==> src/rtl/i2c_multi_channel_ctrl_if.sv <==
// Byte-level I2C receiver side and coefficient-store side of the multi-channel loader.
// The width parameters must match the ones given to the controller.
interface i2c_multi_channel_ctrl_if #(
   parameter int unsigned NCH         = 4,
   parameter int unsigned NTAPS       = 8,
   parameter int unsigned COEFF_BYTES = 2
);
   localparam int unsigned NBYTES = NTAPS * COEFF_BYTES;
   localparam int unsigned AW     = $clog2(NBYTES);
   localparam int unsigned CHW    = (NCH > 1) ? $clog2(NCH) : 1;

   logic [7:0]     i2c_byte_in;
   logic           i2c_valid_in;
   logic           i2c_start_in;
   logic           i2c_stop_in;
   logic           ack_out;
   logic [7:0]     coeff_byte_out;
   logic [AW-1:0]  coeff_addr_out;
   logic [CHW-1:0] coeff_ch_out;
   logic           coeff_we_out;
   logic [NCH-1:0] load_en_out;
   logic [NCH-1:0] filter_en_out;

   modport slave (
      input  i2c_byte_in, i2c_valid_in, i2c_start_in, i2c_stop_in,
      output ack_out, coeff_byte_out, coeff_addr_out, coeff_ch_out,
      output coeff_we_out, load_en_out, filter_en_out
   );

   modport master (
      output i2c_byte_in, i2c_valid_in, i2c_start_in, i2c_stop_in,
      input  ack_out, coeff_byte_out, coeff_addr_out, coeff_ch_out,
      input  coeff_we_out, load_en_out, filter_en_out
   );
endinterface

==> src/rtl/i2c_multi_channel_ctrl.sv <==
// Decodes I2C write transactions into per-channel coefficient-store writes,
// load strobes and filter enable/disable commands for NCH filter channels.
module i2c_multi_channel_ctrl #(
   parameter logic [6:0]  I2C_ADDR    = 7'h50,
   parameter int unsigned NCH         = 4,
   parameter int unsigned NTAPS       = 8,
   parameter int unsigned COEFF_BYTES = 2
) (
   input logic                  clk,
   input logic                  rst,
   i2c_multi_channel_ctrl_if.slave bus
);
   localparam int unsigned NBYTES = NTAPS * COEFF_BYTES;
   localparam int unsigned AW     = $clog2(NBYTES);
   localparam int unsigned CHW    = (NCH > 1) ? $clog2(NCH) : 1;
   localparam logic [6:0]    NCH_W    = 7'(NCH);
   localparam logic [AW-1:0] LAST_IDX = AW'(NBYTES - 1);

   typedef enum logic [2:0] {IDLE, HEADER, CMD, DATA, DONE, IGNORE} state_t;

   state_t         state_q, state_d;
   logic           valid_q;
   logic [AW-1:0]  cnt_q;
   logic [CHW-1:0] ch_q;
   logic           load_pend_q;

   logic           accept_c, abort_c;
   logic           ack_c, we_c, fin_c, fen_set_c, fen_clr_c, cnt_clr_c, ch_ld_c;
   logic [1:0]     op_c;
   logic [NCH-1:0] cmd_mask_c, ch_mask_c;

   assign accept_c   = bus.i2c_valid_in && !valid_q;
   assign abort_c    = bus.i2c_stop_in || bus.i2c_start_in;
   assign op_c       = bus.i2c_byte_in[7:6];
   assign cmd_mask_c = NCH'(1) << bus.i2c_byte_in[5:0];
   assign ch_mask_c  = NCH'(1) << ch_q;

   always_ff @(posedge clk) begin
      if (rst) state_q <= IDLE;
      else     state_q <= state_d;
   end

   // Next state and per-byte decisions; stop beats start beats byte accept
   always_comb begin
      state_d   = state_q;
      ack_c     = 1'b0;
      we_c      = 1'b0;
      fin_c     = 1'b0;
      fen_set_c = 1'b0;
      fen_clr_c = 1'b0;
      cnt_clr_c = 1'b0;
      ch_ld_c   = 1'b0;
      if (bus.i2c_stop_in) begin
         state_d = IDLE;
      end else if (bus.i2c_start_in) begin
         state_d = HEADER;
      end else if (accept_c) begin
         case (state_q)
            HEADER: begin
               if (bus.i2c_byte_in[7:1] == I2C_ADDR && !bus.i2c_byte_in[0]) begin
                  ack_c   = 1'b1;
                  state_d = CMD;
               end else begin
                  state_d = IGNORE;
               end
            end
            CMD: begin
               if ({1'b0, bus.i2c_byte_in[5:0]} >= NCH_W || op_c == 2'b11) begin
                  state_d = IGNORE;
               end else begin
                  ack_c   = 1'b1;
                  ch_ld_c = 1'b1;
                  case (op_c)
                     2'b00: begin
                        fen_clr_c = 1'b1;
                        cnt_clr_c = 1'b1;
                        state_d   = DATA;
                     end
                     2'b01: begin
                        fen_set_c = 1'b1;
                        state_d   = DONE;
                     end
                     default: begin
                        fen_clr_c = 1'b1;
                        state_d   = DONE;
                     end
                  endcase
               end
            end
            DATA: begin
               ack_c = 1'b1;
               we_c  = 1'b1;
               if (cnt_q == LAST_IDX) begin
                  fin_c   = 1'b1;
                  state_d = DONE;
               end
            end
            default: ;
         endcase
      end
   end

   // Byte tracking, ACK drive and coefficient write path
   always_ff @(posedge clk) begin
      if (rst) begin
         valid_q            <= 1'b0;
         cnt_q              <= '0;
         ch_q               <= '0;
         load_pend_q        <= 1'b0;
         bus.ack_out        <= 1'b1;
         bus.coeff_we_out   <= 1'b0;
         bus.coeff_byte_out <= '0;
         bus.coeff_addr_out <= '0;
         bus.coeff_ch_out   <= '0;
         bus.load_en_out    <= '0;
      end else begin
         valid_q          <= bus.i2c_valid_in;
         load_pend_q      <= fin_c;
         bus.coeff_we_out <= we_c;
         bus.load_en_out  <= load_pend_q ? ch_mask_c : '0;

         if (abort_c)           bus.ack_out <= 1'b1;
         else if (ack_c)        bus.ack_out <= 1'b0;
         else if (!bus.i2c_valid_in) bus.ack_out <= 1'b1;

         if (ch_ld_c) ch_q <= CHW'(bus.i2c_byte_in[5:0]);

         if (abort_c || cnt_clr_c)   cnt_q <= '0;
         else if (we_c && !fin_c)    cnt_q <= cnt_q + AW'(1);

         if (we_c) begin
            bus.coeff_byte_out <= bus.i2c_byte_in;
            bus.coeff_addr_out <= cnt_q;
            bus.coeff_ch_out   <= ch_q;
         end
      end
   end

   // Filter enables move only on commands and on load completion
   always_ff @(posedge clk) begin
      if (rst) begin
         bus.filter_en_out <= '0;
      end else begin
         if (fen_set_c)   bus.filter_en_out <= bus.filter_en_out | cmd_mask_c;
         if (fen_clr_c)   bus.filter_en_out <= bus.filter_en_out & ~cmd_mask_c;
         if (load_pend_q) bus.filter_en_out <= bus.filter_en_out | ch_mask_c;
      end
   end
endmodule
==> src/flat_wrapper.sv <==
// flat-port wrapper written by rule: the top's interface ports become plain ports
module i2c_multi_channel_ctrl_flat 
#(
   parameter logic [6:0]  I2C_ADDR    = 7'h50,
   parameter int unsigned NCH         = 4,
   parameter int unsigned NTAPS       = 8,
   parameter int unsigned COEFF_BYTES = 2
)
  (clk, rst, bus_i2c_byte_in, bus_i2c_valid_in, bus_i2c_start_in, bus_i2c_stop_in, bus_ack_out, bus_coeff_byte_out, bus_coeff_addr_out, bus_coeff_ch_out, bus_coeff_we_out, bus_load_en_out, bus_filter_en_out);
  i2c_multi_channel_ctrl_if #(.NCH(NCH), .NTAPS(NTAPS), .COEFF_BYTES(COEFF_BYTES)) bus_i ();
  input logic clk;
  input logic rst;
  input wire logic [$bits(bus_i.i2c_byte_in)-1:0] bus_i2c_byte_in;
  input wire logic [$bits(bus_i.i2c_valid_in)-1:0] bus_i2c_valid_in;
  input wire logic [$bits(bus_i.i2c_start_in)-1:0] bus_i2c_start_in;
  input wire logic [$bits(bus_i.i2c_stop_in)-1:0] bus_i2c_stop_in;
  output wire logic [$bits(bus_i.ack_out)-1:0] bus_ack_out;
  output wire logic [$bits(bus_i.coeff_byte_out)-1:0] bus_coeff_byte_out;
  output wire logic [$bits(bus_i.coeff_addr_out)-1:0] bus_coeff_addr_out;
  output wire logic [$bits(bus_i.coeff_ch_out)-1:0] bus_coeff_ch_out;
  output wire logic [$bits(bus_i.coeff_we_out)-1:0] bus_coeff_we_out;
  output wire logic [$bits(bus_i.load_en_out)-1:0] bus_load_en_out;
  output wire logic [$bits(bus_i.filter_en_out)-1:0] bus_filter_en_out;
  assign bus_i.i2c_byte_in = bus_i2c_byte_in;
  assign bus_i.i2c_valid_in = bus_i2c_valid_in;
  assign bus_i.i2c_start_in = bus_i2c_start_in;
  assign bus_i.i2c_stop_in = bus_i2c_stop_in;
  assign bus_ack_out = bus_i.ack_out;
  assign bus_coeff_byte_out = bus_i.coeff_byte_out;
  assign bus_coeff_addr_out = bus_i.coeff_addr_out;
  assign bus_coeff_ch_out = bus_i.coeff_ch_out;
  assign bus_coeff_we_out = bus_i.coeff_we_out;
  assign bus_load_en_out = bus_i.load_en_out;
  assign bus_filter_en_out = bus_i.filter_en_out;
  i2c_multi_channel_ctrl #(.I2C_ADDR(I2C_ADDR), .NCH(NCH), .NTAPS(NTAPS), .COEFF_BYTES(COEFF_BYTES)) u_core (.clk(clk), .rst(rst), .bus(bus_i));
endmodule
==> config.mk <==
export PLATFORM = sky130hd
export DESIGN_NAME = i2c_multi_channel_ctrl_flat
export DESIGN_NICKNAME = d
export VERILOG_FILES = /design/src/rtl/i2c_multi_channel_ctrl_if.sv /design/src/rtl/i2c_multi_channel_ctrl.sv /design/src/flat_wrapper.sv
export SDC_FILE = /design/constraint.sdc
export NUM_CORES = 1
export LEC_CHECK = 0
export BUFFER_PORTS_ARGS = -buffer_cell sky130_fd_sc_hd__clkbuf_2
export CORE_MARGIN = 2
export CORE_UTILIZATION = 45
export CTS_BUF_LIST = sky130_fd_sc_hd__clkbuf_4
export DETAILED_ROUTE_END_ITERATION = 12
export MAX_ROUTING_LAYER = met4
export PLACE_DENSITY = 0.8
export SLEW_MARGIN = 20
export SYNTH_ARGS = -nofsm -noshare
export SYNTH_HDL_FRONTEND = slang
export SYNTH_SLANG_ARGS = --single-unit
==> constraint.sdc <==
create_clock -name clk -period 6 [get_ports clk]
set_clock_uncertainty 0.15 [all_clocks]
set_input_delay 1.2 -clock clk [delete_from_list [all_inputs] [get_ports clk]]
set_output_delay 1.2 -clock clk [all_outputs]
set_load 0.01 [all_outputs]
==> reports/qor.csv <==
stage,metric,value,unit
die,I/O pins,37,
hold_path,HP Class,reg -> reg,
clocking,H-tree Lvls,2,
grt,vias in the first global route,1222,
final_layout,share of cells above drive strength 1,25.9,%
route,DR pass1 iterations,4,
critical_path,Worst R2R Path Depth,4,
clocking,clk buf depth,2,
critical_path,crit-path max FO,4,
place,PortBufs,36,
critical_path,Bufs and invs on worst path,1,
sta,Final setup viols,0,
clocking,Root Buffer,clkbuf_4,
critical_path,"Slowest-stage cell, CP",or4_4,
pwr,Leak,0.688,nW
route,Final ANT Viol Nets,0,
sta,period utilization,45.4,%
place,GP Congestion,0.844,
final_layout,P&R area growth vs syn,18.6,%
clocking,Sink Count,35,
grt,GRT overflow,0,
synth,syn avg cell area,8.68,µm²
critical_path,R2R setup slack,3.90,ns
critical_path,WP data arrival,2.86,ns
critical_path,Critical path origin,bus_i2c_start_in,
clocking,cts hold-fix bufs,0,
synth,syn nets,191,
sta,RSZ-0062 raised after global routing,false,
grt,GRT Max-Usage Layer,met2,
clocking,clock latency on the worst-skew pair,0.34,ns
critical_path,CP cell instances,"clkbuf_2, or4b_4, or4_4, nor4_2, o31a_1",
critical_path,critical path class,in -> reg,
synth,synthesized instance count,177,
pwr,worst vdd ir,87.4,µV
job,maxcap violations,0,
place,Post-Place Setup Slack,2.94,ns
synth,Post-synth EDFFs,0,
grt,largest net degree at the start of global routing,27,
final_layout,"Net count, final",225,
synth,cell taking the most area after synthesis,dfxtp_1,
route,final WL,3.25,mm
sta,max-slew violation count,0,
pwr,Final Power,0.426,mW
grt,GR Util met1,22.3,%
clocking,clk slew on worst S/H paths,0.12,ns
critical_path,slowest cell delay on critical path,0.59,ns
die,die area,3900,µm²
final_layout,Fill cells,333,
status,status,completed,
die,DIE HEIGHT,62.4,µm
route,1st-iter DRT viols,71,
final_layout,ant diodes,0,
grt,initial antenna violation count,0,
die,initial core utilization,46.4,%
clocking,CTS tree,yes,
clocking,CTS buffer count,5,
clocking,number of setup buffers added after CTS,0,
critical_path,RR Startpoint,u_core.valid_q,
synth,leading cell type by number of instances after synthesis,nand2_1,
synth,Mapped Area,1540,µm²
sta,Fin. Hold Viols,0,
grt,first-pass GRT wire length,5.47,mm
synth,Yosys reg bits,35,
die,core box area,3310,µm²
critical_path,WP depth,5,
route,Routed WL per cell,12.6,µm
synth,share of Yosys cell area claimed by the top area cell type,45.6,%
route,vias per cell,5.46,
critical_path,CP required,6.14,ns
sta,Worst Tran Pin Value,0.641,ns
critical_path,Worst path top cell family by delay,simple AND/OR/NAND/NOR gates,
sta,Tmin final,2.72,ns
die,row count,21,
synth,"Top FF cell, synth",dfxtp_1,
synth,Synthesis Warnings,0,
route,DRC viols,0,
synth,asr flop ratio synth,0,%
sta,setup TNS,0,ns
synth,post-synth cell types,44,
grt,GR Util All Layers,18.1,%
final_layout,utilization after layout,55.0,%
critical_path,Setup crit end kind,flip-flop,
die,Die X,62.4,µm
place,hpwl dp,2.28,mm
critical_path,Critical Path Source Type,input pin,
grt,GR met3 Demand/Resource,3.60,%
route,vias,1409,
clocking,post-cts resize count,0,
synth,ranking of synthesized cells by area,"dfxtp_1 46%, nand2_1 8.8%, a21oi_1 5.5%, nor2_1 2.4%, clkbuf_1 2.2%",
pwr,power per standard cell area,234,nW/µm²
grt,grt met2 use,28.1,%
sta,max frequency,0.368,GHz
sta,relative slew slack,57.2,%
synth,post-synthesis sequential area ratio,45.6,%
sta,fin worst setup slack,3.28,ns
synth,Post-synth top cells,"36 x nand2_1, 35 x dfxtp_1, 17 x a21oi_1",
==> layout make-up <==
class	instances	area [µm²]	share of cell area [%]
multi-input cells	130	791	43.4
inverters	3	11.3	0.618
clock buffers	5	37.5	2.06
repair buffers	36	180	9.89
clock inverters	3	43.8	2.40
well taps	46	57.6	3.16
flip-flops and latches	35	701	38.5
==> routing by layer <==
metal,vias up,wire [µm]
met5,-,0
met4,0,47
met3,5,173
met2,39,1520
met1,661,1510
li1,704,-
==> kinds of logic after synthesis <==
family | count (synthesis) | share of synthesized area (%)
and+or+nand+nor | 86 | 30.9
AOI/OAI and AO/OA | 40 | 17.9
DFF | 35 | 45.6
buffers and inverters | 12 | 2.93
xor gates and xnor gates | 2 | 1.14
muxes | 1 | 0.651
adders and majority gates | 1 | 0.814
==> layout by cell type (no fill, tap or decap), drive strengths merged, types with 2 or more instances in the layout <==
cell / Yosys / layout
nor3: 6 / 6
nor4: 2 / 2
nor2b: 4 / 4
or4: 3 / 3
inv: 3 / 3
nand3: 4 / 4
o21ai: 2 / 2
clkinv: 0 / 2
and3b: 2 / 2
xnor2: 2 / 2
clkbuf: 9 / 41
a21oi: 17 / 17
dfxtp: 35 / 35
nand2b: 2 / 2
a31o: 2 / 2
o31a: 2 / 2
nand4: 2 / 2
a21boi: 3 / 3
nand2: 36 / 36
nor2: 10 / 10
a31oi: 4 / 4
o21bai: 2 / 2
a311oi: 2 / 2
nor3b: 4 / 4
and3: 2 / 2
==> per-stage QoR <==
stage	hold slack, ns	instance area (µm²)	std cells
2_1_floorplan	0.317	1540	177
3_3_place_gp	0.295	1740	250
3_5_place_dp	0.298	1740	250
4_1_cts	0.315	1820	258
5_1_grt	0.333	1820	258
6_report	0.311	1820	258
==> worst reg2reg max path, cell delays in order, from the launching register on <==
cell     delay [ns]
dfxtp_1        0.34
or4b_4         0.59
or4_4          0.59
nor4_2         0.25
o31a_1         0.14
==> where the power goes <==
part	switching (mW)	internal [mW]
combinational	0.0134	0.00785
clock	0.0829	0.0877
sequential	0.00105	0.233
total	0.0974	0.329
==> worst min-delay path by stage <==
stage	cells after the start	end	start	slack (ns)
floorplan	2	u_core.bus.coeff_addr_out[3]	u_core.cnt_q[3]	0.32
global placement	2	u_core.bus.coeff_byte_out[2]	u_core.bus.coeff_byte_out[2]	0.29
detailed placement	2	u_core.bus.coeff_byte_out[2]	u_core.bus.coeff_byte_out[2]	0.30
CTS	2	u_core.bus.coeff_ch_out[1]	u_core.bus.coeff_ch_out[1]	0.31
global route	2	u_core.bus.coeff_byte_out[1]	u_core.bus.coeff_byte_out[1]	0.33
finish	2	u_core.bus.coeff_addr_out[1]	u_core.bus.coeff_addr_out[1]	0.31
Note: power is estimated with default switching activity, not from simulation.
